===== src/rtl/game_state_ctrl.sv =====
// game_state_ctrl: session sequencer for the snake game. It steps through menu,
// start countdown, run, pause, respawn, game over and win. It also keeps lives
// and score, gates gameplay through play_en and supplies the HUD values.
module game_state_ctrl #(
   parameter int LIVES_W     = 2,
   parameter int MAX_LIVES   = 3,
   parameter int SCORE_W     = 8,
   parameter int WIN_SCORE   = 50,
   parameter int CNT_W       = 4,
   parameter int COUNT_TICKS = 3
) (
   input  logic               clk,
   input  logic               rst,
   input  logic               tick,
   input  logic               start_btn,
   input  logic               pause_btn,
   input  logic               bad_collision,
   input  logic               good_collision,
   output logic [2:0]         state,
   output logic [LIVES_W-1:0] lives,
   output logic [SCORE_W-1:0] score,
   output logic [CNT_W-1:0]   count,
   output logic               play_en,
   output logic               respawn
);

   typedef enum logic [2:0] {
      ST_IDLE      = 3'd0,
      ST_COUNTDOWN = 3'd1,
      ST_RUN       = 3'd2,
      ST_PAUSE     = 3'd3,
      ST_RESPAWN   = 3'd4,
      ST_GAME_OVER = 3'd5,
      ST_WIN       = 3'd6
   } state_t;

   localparam logic [SCORE_W-1:0] SCORE_MAX   = {SCORE_W{1'b1}};
   localparam logic [SCORE_W-1:0] SCORE_WIN   = SCORE_W'(WIN_SCORE);
   localparam logic [LIVES_W-1:0] LIVES_INIT  = LIVES_W'(MAX_LIVES);
   localparam logic [CNT_W-1:0]   COUNT_INIT  = CNT_W'(COUNT_TICKS);

   state_t             state_q,   state_d;
   logic [LIVES_W-1:0] lives_q,   lives_d;
   logic [SCORE_W-1:0] score_q,   score_d;
   logic [CNT_W-1:0]   count_q,   count_d;
   logic               respawn_q, respawn_d;

   // Button history. armed_q stays low for the first clock after reset. This
   // lets a button that is already held at reset release prime its history
   // without being seen as a fresh press.
   logic start_prev_q;
   logic pause_prev_q;
   logic armed_q;
   logic start_edge_s;
   logic pause_edge_s;
   logic [SCORE_W-1:0] score_inc_s;

   // Capture the previous button levels for rising-edge detection.
   always_ff @(posedge clk or posedge rst) begin
      if (rst) begin
         start_prev_q <= 1'b0;
         pause_prev_q <= 1'b0;
         armed_q      <= 1'b0;
      end else begin
         start_prev_q <= start_btn;
         pause_prev_q <= pause_btn;
         armed_q      <= 1'b1;
      end
   end

   assign start_edge_s = start_btn & ~start_prev_q & armed_q;
   assign pause_edge_s = pause_btn & ~pause_prev_q & armed_q;

   // Saturating score increment; the win check compares against this value.
   always_comb begin
      score_inc_s = score_q;
      if (score_q != SCORE_MAX) begin
         score_inc_s = score_q + SCORE_W'(1);
      end else begin
         score_inc_s = score_q;
      end
   end

   // Next-state, lives, score, countdown and respawn-pulse computation.
   always_comb begin
      state_d   = state_q;
      lives_d   = lives_q;
      score_d   = score_q;
      count_d   = count_q;
      respawn_d = 1'b0;
      case (state_q)
         ST_IDLE: begin
            if (start_edge_s) begin
               state_d = ST_COUNTDOWN;
               lives_d = LIVES_INIT;
               score_d = '0;
               count_d = COUNT_INIT;
            end else begin
               state_d = ST_IDLE;
            end
         end
         ST_COUNTDOWN, ST_RESPAWN: begin
            if (tick) begin
               if (count_q <= CNT_W'(1)) begin
                  state_d = ST_RUN;
                  count_d = '0;
               end else begin
                  count_d = count_q - CNT_W'(1);
               end
            end else begin
               count_d = count_q;
            end
         end
         ST_RUN: begin
            if (bad_collision && (lives_q <= LIVES_W'(1))) begin
               lives_d = '0;
               state_d = ST_GAME_OVER;
            end else if (bad_collision) begin
               lives_d   = lives_q - LIVES_W'(1);
               count_d   = COUNT_INIT;
               state_d   = ST_RESPAWN;
               respawn_d = 1'b1;
            end else if (good_collision) begin
               score_d = score_inc_s;
               if (score_inc_s == SCORE_WIN) begin
                  state_d = ST_WIN;
               end else begin
                  state_d = ST_RUN;
               end
            end else if (pause_edge_s) begin
               state_d = ST_PAUSE;
            end else begin
               state_d = ST_RUN;
            end
         end
         ST_PAUSE: begin
            if (pause_edge_s || start_edge_s) begin
               state_d = ST_RUN;
            end else begin
               state_d = ST_PAUSE;
            end
         end
         ST_GAME_OVER, ST_WIN: begin
            if (start_edge_s) begin
               state_d = ST_IDLE;
            end else begin
               state_d = state_q;
            end
         end
         default: begin
            // Code 7 is unreachable in normal operation; recover to the menu.
            state_d = ST_IDLE;
         end
      endcase
   end

   // Session registers; reset forces the menu state immediately.
   always_ff @(posedge clk or posedge rst) begin
      if (rst) begin
         state_q   <= ST_IDLE;
         lives_q   <= LIVES_INIT;
         score_q   <= '0;
         count_q   <= '0;
         respawn_q <= 1'b0;
      end else begin
         state_q   <= state_d;
         lives_q   <= lives_d;
         score_q   <= score_d;
         count_q   <= count_d;
         respawn_q <= respawn_d;
      end
   end

   assign state   = state_q;
   assign lives   = lives_q;
   assign score   = score_q;
   assign count   = count_q;
   assign respawn = respawn_q;
   assign play_en = (state_q == ST_RUN);

endmodule


===== config.mk =====
export PLATFORM = sky130hd
export DESIGN_NAME = game_state_ctrl
export DESIGN_NICKNAME = d
export VERILOG_FILES = /design/src/rtl/game_state_ctrl.sv
export SDC_FILE = /design/constraint.sdc
export NUM_CORES = 1
export LEC_CHECK = 0
export ABC_CLOCK_PERIOD_IN_PS = 4650
export CAP_MARGIN = 20
export CELL_PAD_IN_SITES_DETAIL_PLACEMENT = 0
export CELL_PAD_IN_SITES_GLOBAL_PLACEMENT = 1
export CORE_UTILIZATION = 40
export DETAILED_ROUTE_END_ITERATION = 10
export GPL_ROUTABILITY_DRIVEN = 1
export PLACE_DENSITY_LB_ADDON = 0.05
export RECOVER_POWER = 100
export SLEW_MARGIN = 20
export SYNTH_ARGS = -nofsm -noshare
export SYNTH_HDL_FRONTEND = slang
export SYNTH_SLANG_ARGS = --single-unit

===== constraint.sdc =====
create_clock -name clk -period 4.65 [get_ports clk]
set_clock_uncertainty 0.15 [all_clocks]
set_input_delay 1.1625 -clock clk [delete_from_list [all_inputs] [get_ports clk]]
set_output_delay 1.1625 -clock clk [all_outputs]
set_load 0.01 [all_outputs]

==> results.yml, run 1 <==
status:
  status: "finished clean"
sta:
  hold_viol: 0
  max_freq_ghz: 0.3032
  slew_violations: 0
  setup_tns_ps: 0
  final.period_utilization_pct: 70.92
  finalSetupViolations: 0
  tightest_slew_ps: 847.8
  holdWs_ps: 363.0
  layout_setup_ws_ps: 1352
  rsz0062_at_grt: "false"
  relSlewSlack_pct: 43.42
  finalCriticalPeriod_ps: 3298
yosys:
  yosysSeqAreaShare_pct: 37.15
  syn_inst: 150
  synth.area.mux_share_pct: 3.873
  synthDistinctLibCells: 54
  ys_ff_latch: 21
  syn_avg_cell_area_um2: 9.476
  synthAdderAreaFrac_pct: 3.521
  synth_area_leader_cell: "dfrtp_1"
  syn_area_um2: 1421
  synth_top_area_share_pct: 33.45
  synth_area_leaders: "dfrtp_1 33%, o21ai_0 4.2%, dfstp_2 3.7%, ha_1 3.5%, buf_6 3.2%"
  synth_edf_count: 0
  yosys_most_used_dff: "dfrtp_1"
  postSynth.asyncResetShare_pct: 100.0
  yosysWarnings: 0
  synth_compound_area_share_pct: 20.60
  synth-simple-area-share_pct: 27.02
  syn_nets: 161
  synth_top_family_by_area: "simple AND/OR/NAND/NOR gates"
  synthXorXnorAreaFrac_pct: 0.6162
global_routing:
  grt-ovfl-total: 0
  grt_util_all_layers_pct: 18.33
  grt_pass1_wl_um: 5064
  grt_max_degree: 22
  first_global_vias: 1031
  antenna_found_initial: 0
worst_setup_path:
  slowest_stage: "clkdlybuf4s50_1"
  cp.depth: 2
  end_kind: "output port"
  cp.required_ps: 3340
  slowest_delay_ps: 640
  cp_max_fo: 12
  critical-path-top-delay-family: "buffers and inverters"
  reg2reg_depth: 4
  crit_chain: "nor3b_1, clkdlybuf4s50_1"
  worst-path-buf-inv: 1
  arrival_ps: 1990
  critPathLaunchType: "flop"
  worstSetupPathType: "reg -> out"
floorplanning:
  ios: 26
  start_util_pct: 42.26
  die_y_um: 61.61
  core-area_um2: 3363
  dieArea_um2: 3796
  die_x_um: 61.61
  rows: 21
routing:
  antenna_left: 0
  via_per_inst: 5.379
  dr.pass1.iters: 5
  drt_first_iter_violations: 55
  drcViolationCount: 0
  wl_um: 3110
  post_drt_wl_per_cell_um: 14.20
  num_vias: 1178
cts:
  root_buffer: "clkbuf_4"
  cts_max_level: 1
  clkLatencyLatePin_ps: 310
  numCtsBuffers: 3
  post_cts_resized: 0
  cts_buffer_depth: 2
  path_clk_slew_ps: 130
  cts_setup_buffers: 0
  clock_sinks: 21
  cts_tree: "yes"
  cts_hold_buf: 0
finish:
  fin_nets: 185
  layout_common_cells: "22 x dlygate4sd3_1, 19 x dfrtp_1, 12 x o21ai_0"
  final_common_cell: "dlygate4sd3_1"
  fin_util_pct: 49.55
  area_delta_synth_final_pct: 17.25
  n_antenna_cell: 0
  instances_no_fill: 219
  drive_gt1_share_pct: 10.40
pwr:
  p_leak_nw: 0.7696
  vdd_drop_max_mv: 0.1874
  powerDensity_nw_per_um2: 394.9
place:
  port_buffers: 25
  dp_slack_ps: 1731
  dp.cells: 215
  dp_hpwl_um: 2274
  gp_congestion: 0.7703
worst_hold_path:
  min_path_cells: 2
  hold_path.class: "reg -> reg"
flow_run:
  maxCapViolCount: 0
## metal layers
layer  share of wire, %  vias to the layer above  track usage [%]
li1                   -                      602                -
met1                 52                      559            25.97
met2                 45                       15            28.73
met3                2.1                        2            2.101
met4               0.74                        0            6.667
met5                  0                        -                0
## cell type report
type	count	area (um2)
Fill cell	343	1697
Sequential cell	21	528.0
Tap cell	46	57.56
Clock buffer	4	26.28
Timing Repair Buffer	25	250.2
Multi-Input combinational cell	112	763.2
Inverter	11	41.29
## Yosys cell counts (all sizes together), types with 2 or more instances
cell	count
mux2	3
nand3b	2
and4b	4
a31oi	6
o21ai	13
o22ai	2
dfstp	2
buf	5
nor2	10
and2	3
and3b	4
and3	4
inv	10
a21oi	8
ha	4
o31ai	2
nor2b	2
nor3	6
and4	4
nand3	5
dfrtp	19
a211o	2
nor3b	2
nand2	7
## final timing paths
kind | start | end | slack (ps)
max | state[0]$_DFFE_PP0P_ | play_en | 1350
min | lives[1]$_DFFE_PP1P_ | lives[1]$_DFFE_PP1P_ | 360
max reg2reg | state[0]$_DFFE_PP0P_ | score[0]$_DFFE_PP0P_ | 2350
min reg2reg | lives[1]$_DFFE_PP1P_ | lives[1]$_DFFE_PP1P_ | 360
max in group asynchronous | rst | start_prev_q$_DFF_PP0_ | 2520
min in group asynchronous | rst | score[1]$_DFFE_PP0P_ | 1300
## metrics by stage
step	power, W	area (um2)
finish	0.0006582	1667
global route	0.0007219	1667
CTS	0.0007003	1698
detailed placement	0.0006048	1672
global placement	0.0005966	1672
floorplan	0.0004912	1421
## flip-flops by register name, indices dropped and copies added, names as in the netlist
register / flops
armed_q: 1
count: 4
lives: 2
pause_prev_q: 1
respawn: 1
score: 8
start_prev_q: 1
state: 3
## power by group
group          leakage (nW)  switching, W  internal (W)
clock                0.0150     0.0000596     0.0000334
sequential            0.268     0.0000568      0.000226
combinational         0.486      0.000137      0.000145
## logic make-up (layout without fill, tap and decap cells)
kind of cell | after synthesis | after routing
simple gates | 60 | 60
compound gates | 42 | 42
flops | 21 | 21
buf+inv | 17 | 40
fa+ha+maj | 4 | 4
mux | 4 | 4
other cells | 1 | 1
xor+xnor | 1 | 1
## worst register-to-register path, stage by stage, from the launching register on
cell     delay (ps)
dfrtp_1         520
nor3b_1         520
and3b_1         480
mux2_1          400
mux2i_1         150
Note: power is estimated with default switching activity, not from simulation.
==> run 2, diff against run 1 <==
--- a/config.mk
+++ b/config.mk
@@ -5,11 +5,11 @@
 export SDC_FILE = /design/constraint.sdc
 export NUM_CORES = 1
 export LEC_CHECK = 0
-export ABC_CLOCK_PERIOD_IN_PS = 4650
+export ABC_CLOCK_PERIOD_IN_PS = 3200
 export CAP_MARGIN = 20
 export CELL_PAD_IN_SITES_DETAIL_PLACEMENT = 0
 export CELL_PAD_IN_SITES_GLOBAL_PLACEMENT = 1
-export CORE_UTILIZATION = 40
+export CORE_UTILIZATION = 39
 export DETAILED_ROUTE_END_ITERATION = 10
 export GPL_ROUTABILITY_DRIVEN = 1
 export PLACE_DENSITY_LB_ADDON = 0.05
==> constraint.sdc (replaced) <==
create_clock -name clk -period 3.2 [get_ports clk]
set_clock_uncertainty 0.15 [all_clocks]
set_input_delay 0.8 -clock clk [delete_from_list [all_inputs] [get_ports clk]]
set_output_delay 0.8 -clock clk [all_outputs]
set_load 0.01 [all_outputs]
==> results.yml, run 2 (synthesis gave the netlist of run 1 again) <==
cts:
  clkLatencyLatePin_ps: 300
  post_cts_resized: 0
  root_buffer: "clkbuf_4"
  cts_max_level: 1
  cts_hold_buf: 0
  clock_sinks: 21
  cts_setup_buffers: 0
  cts_tree: "yes"
  numCtsBuffers: 3
  cts_buffer_depth: 2
  path_clk_slew_ps: 130
sta:
  slew_violations: 0
  final.period_utilization_pct: 86.23
  max_freq_ghz: 0.3624
  relSlewSlack_pct: 46.14
  layout_setup_ws_ps: 440.6
  hold_viol: 0
  tightest_slew_ps: 807.0
  rsz0062_at_grt: "false"
  finalCriticalPeriod_ps: 2759
  setup_tns_ps: 0
  finalSetupViolations: 0
worst_setup_path:
  critPathLaunchType: "flop"
  worst-path-buf-inv: 1
  end_kind: "output port"
  worstSetupPathType: "reg -> out"
  slowest_stage: "clkdlybuf4s50_1"
  slowest_delay_ps: 590
  cp_max_fo: 12
  critical-path-top-delay-family: "buffers and inverters"
  crit_chain: "nor3b_4, clkdlybuf4s50_1"
  cp.required_ps: 2250
  arrival_ps: 1810
global_routing:
  grt_max_degree: 22
  antenna_found_initial: 0
  grt-ovfl-total: 0
  first_global_vias: 1069
  grt_pass1_wl_um: 5271
  grt_util_all_layers_pct: 17.08
pwr:
  p_sw_share_pct: 39.19
  clock_power_share_pct: 13.6
  seqPwrFrac_pct: 43.6
  power.internal_w: 0.0005849
  p_sw_w: 0.0003770
  powerDensity_nw_per_um2: 575.0
  power.share.combinational_pct: 42.8
  vdd_drop_max_mv: 0.2577
  p_leak_nw: 0.7735
routing:
  num_vias: 1192
  wl_um: 3119
  antenna_left: 0
  via_per_inst: 5.443
  post_drt_wl_per_cell_um: 14.24
  dr.pass1.iters: 4
  drt_first_iter_violations: 69
  drcViolationCount: 0
floorplanning:
  dieArea_um2: 3890
  rows: 21
  die_x_um: 62.37
  core-area_um2: 3416
  start_util_pct: 41.61
  die_y_um: 62.37
  ios: 26
finish:
  n_antenna_cell: 0
  layout_common_cells: "22 x dlygate4sd3_1, 19 x dfrtp_1, 12 x o21ai_0"
  fin_nets: 185
  fin_util_pct: 48.97
  drive_gt1_share_pct: 10.98
  final_common_cell: "dlygate4sd3_1"
  area_delta_synth_final_pct: 17.69
  largest_reg_flops: 8
place:
  gp_congestion: 0.7863
  dp_slack_ps: 640.9
  port_buffers: 25
  dp_hpwl_um: 2256
worst_hold_path:
  hold_path.class: "reg -> reg"
status:
  status: "finished clean"
flow_run:
  maxCapViolCount: 0
## run 2: worst register-to-register path: cells and delay by family, from the launching register on
kind               cells  cell delay (ps)
and+or+nand+nor        2              770
DFF                    1              570
AOI/OAI and AO/OA      1              160
muxes                  1              390
## run 2: worst paths after layout
check,slack (ps),cells past startpoint,start,to
worst max-delay path,440,2,state[0]$_DFFE_PP0P_,play_en
worst min-delay path,370,2,lives[1]$_DFFE_PP1P_,lives[1]$_DFFE_PP1P_
worst max register to register,1090,4,state[0]$_DFFE_PP0P_,score[1]$_DFFE_PP0P_
worst min register to register,370,2,lives[1]$_DFFE_PP1P_,lives[1]$_DFFE_PP1P_
max in group asynchronous,1480,2,rst,score[6]$_DFFE_PP0P_
min in group asynchronous,920,2,rst,count[0]$_DFFE_PP0P_
## run 2: power by group through the flow
stage | Sequential, W | Clock [W] | Combinational, W
after floorplan | 0.000419 | 0 | 0.000295
after global placement | 0.000422 | 0 | 0.000450
after detailed placement | 0.000425 | 0 | 0.000455
after CTS | 0.000420 | 0.000138 | 0.000458
after global routing | 0.000433 | 0.000147 | 0.000461
final | 0.000420 | 0.000130 | 0.000412
## run 2: final cells by class
cell class / count / area [um2]
multi-input combinational: 112 / 768.2
inverter: 11 / 41.29
clock inverter: 1 / 5.005
tap: 46 / 57.56
timing repair buffer: 25 / 250.2
clock buffer: 3 / 22.52
fill: 327 / 1743
sequential: 21 / 528.0
## run 2: layer usage
metal / part of all wire (%) / GRT usage, %
met5: 0 / 0
met4: 0.64 / 5.233
met3: 3.4 / 1.642
met2: 44 / 26.24
met1: 52 / 25.26
## run 2: through the flow
step                cell area (um2)  cells  hold WS (ps)  total power, W
floorplan                      1421    150         355.7       0.0007138
global placement               1672    215         353.7       0.0008725
detailed placement             1672    215         359.2       0.0008797
CTS                            1699    219         377.6        0.001015
global route                   1673    219         405.5        0.001042
finish                         1673    219         369.0       0.0009618
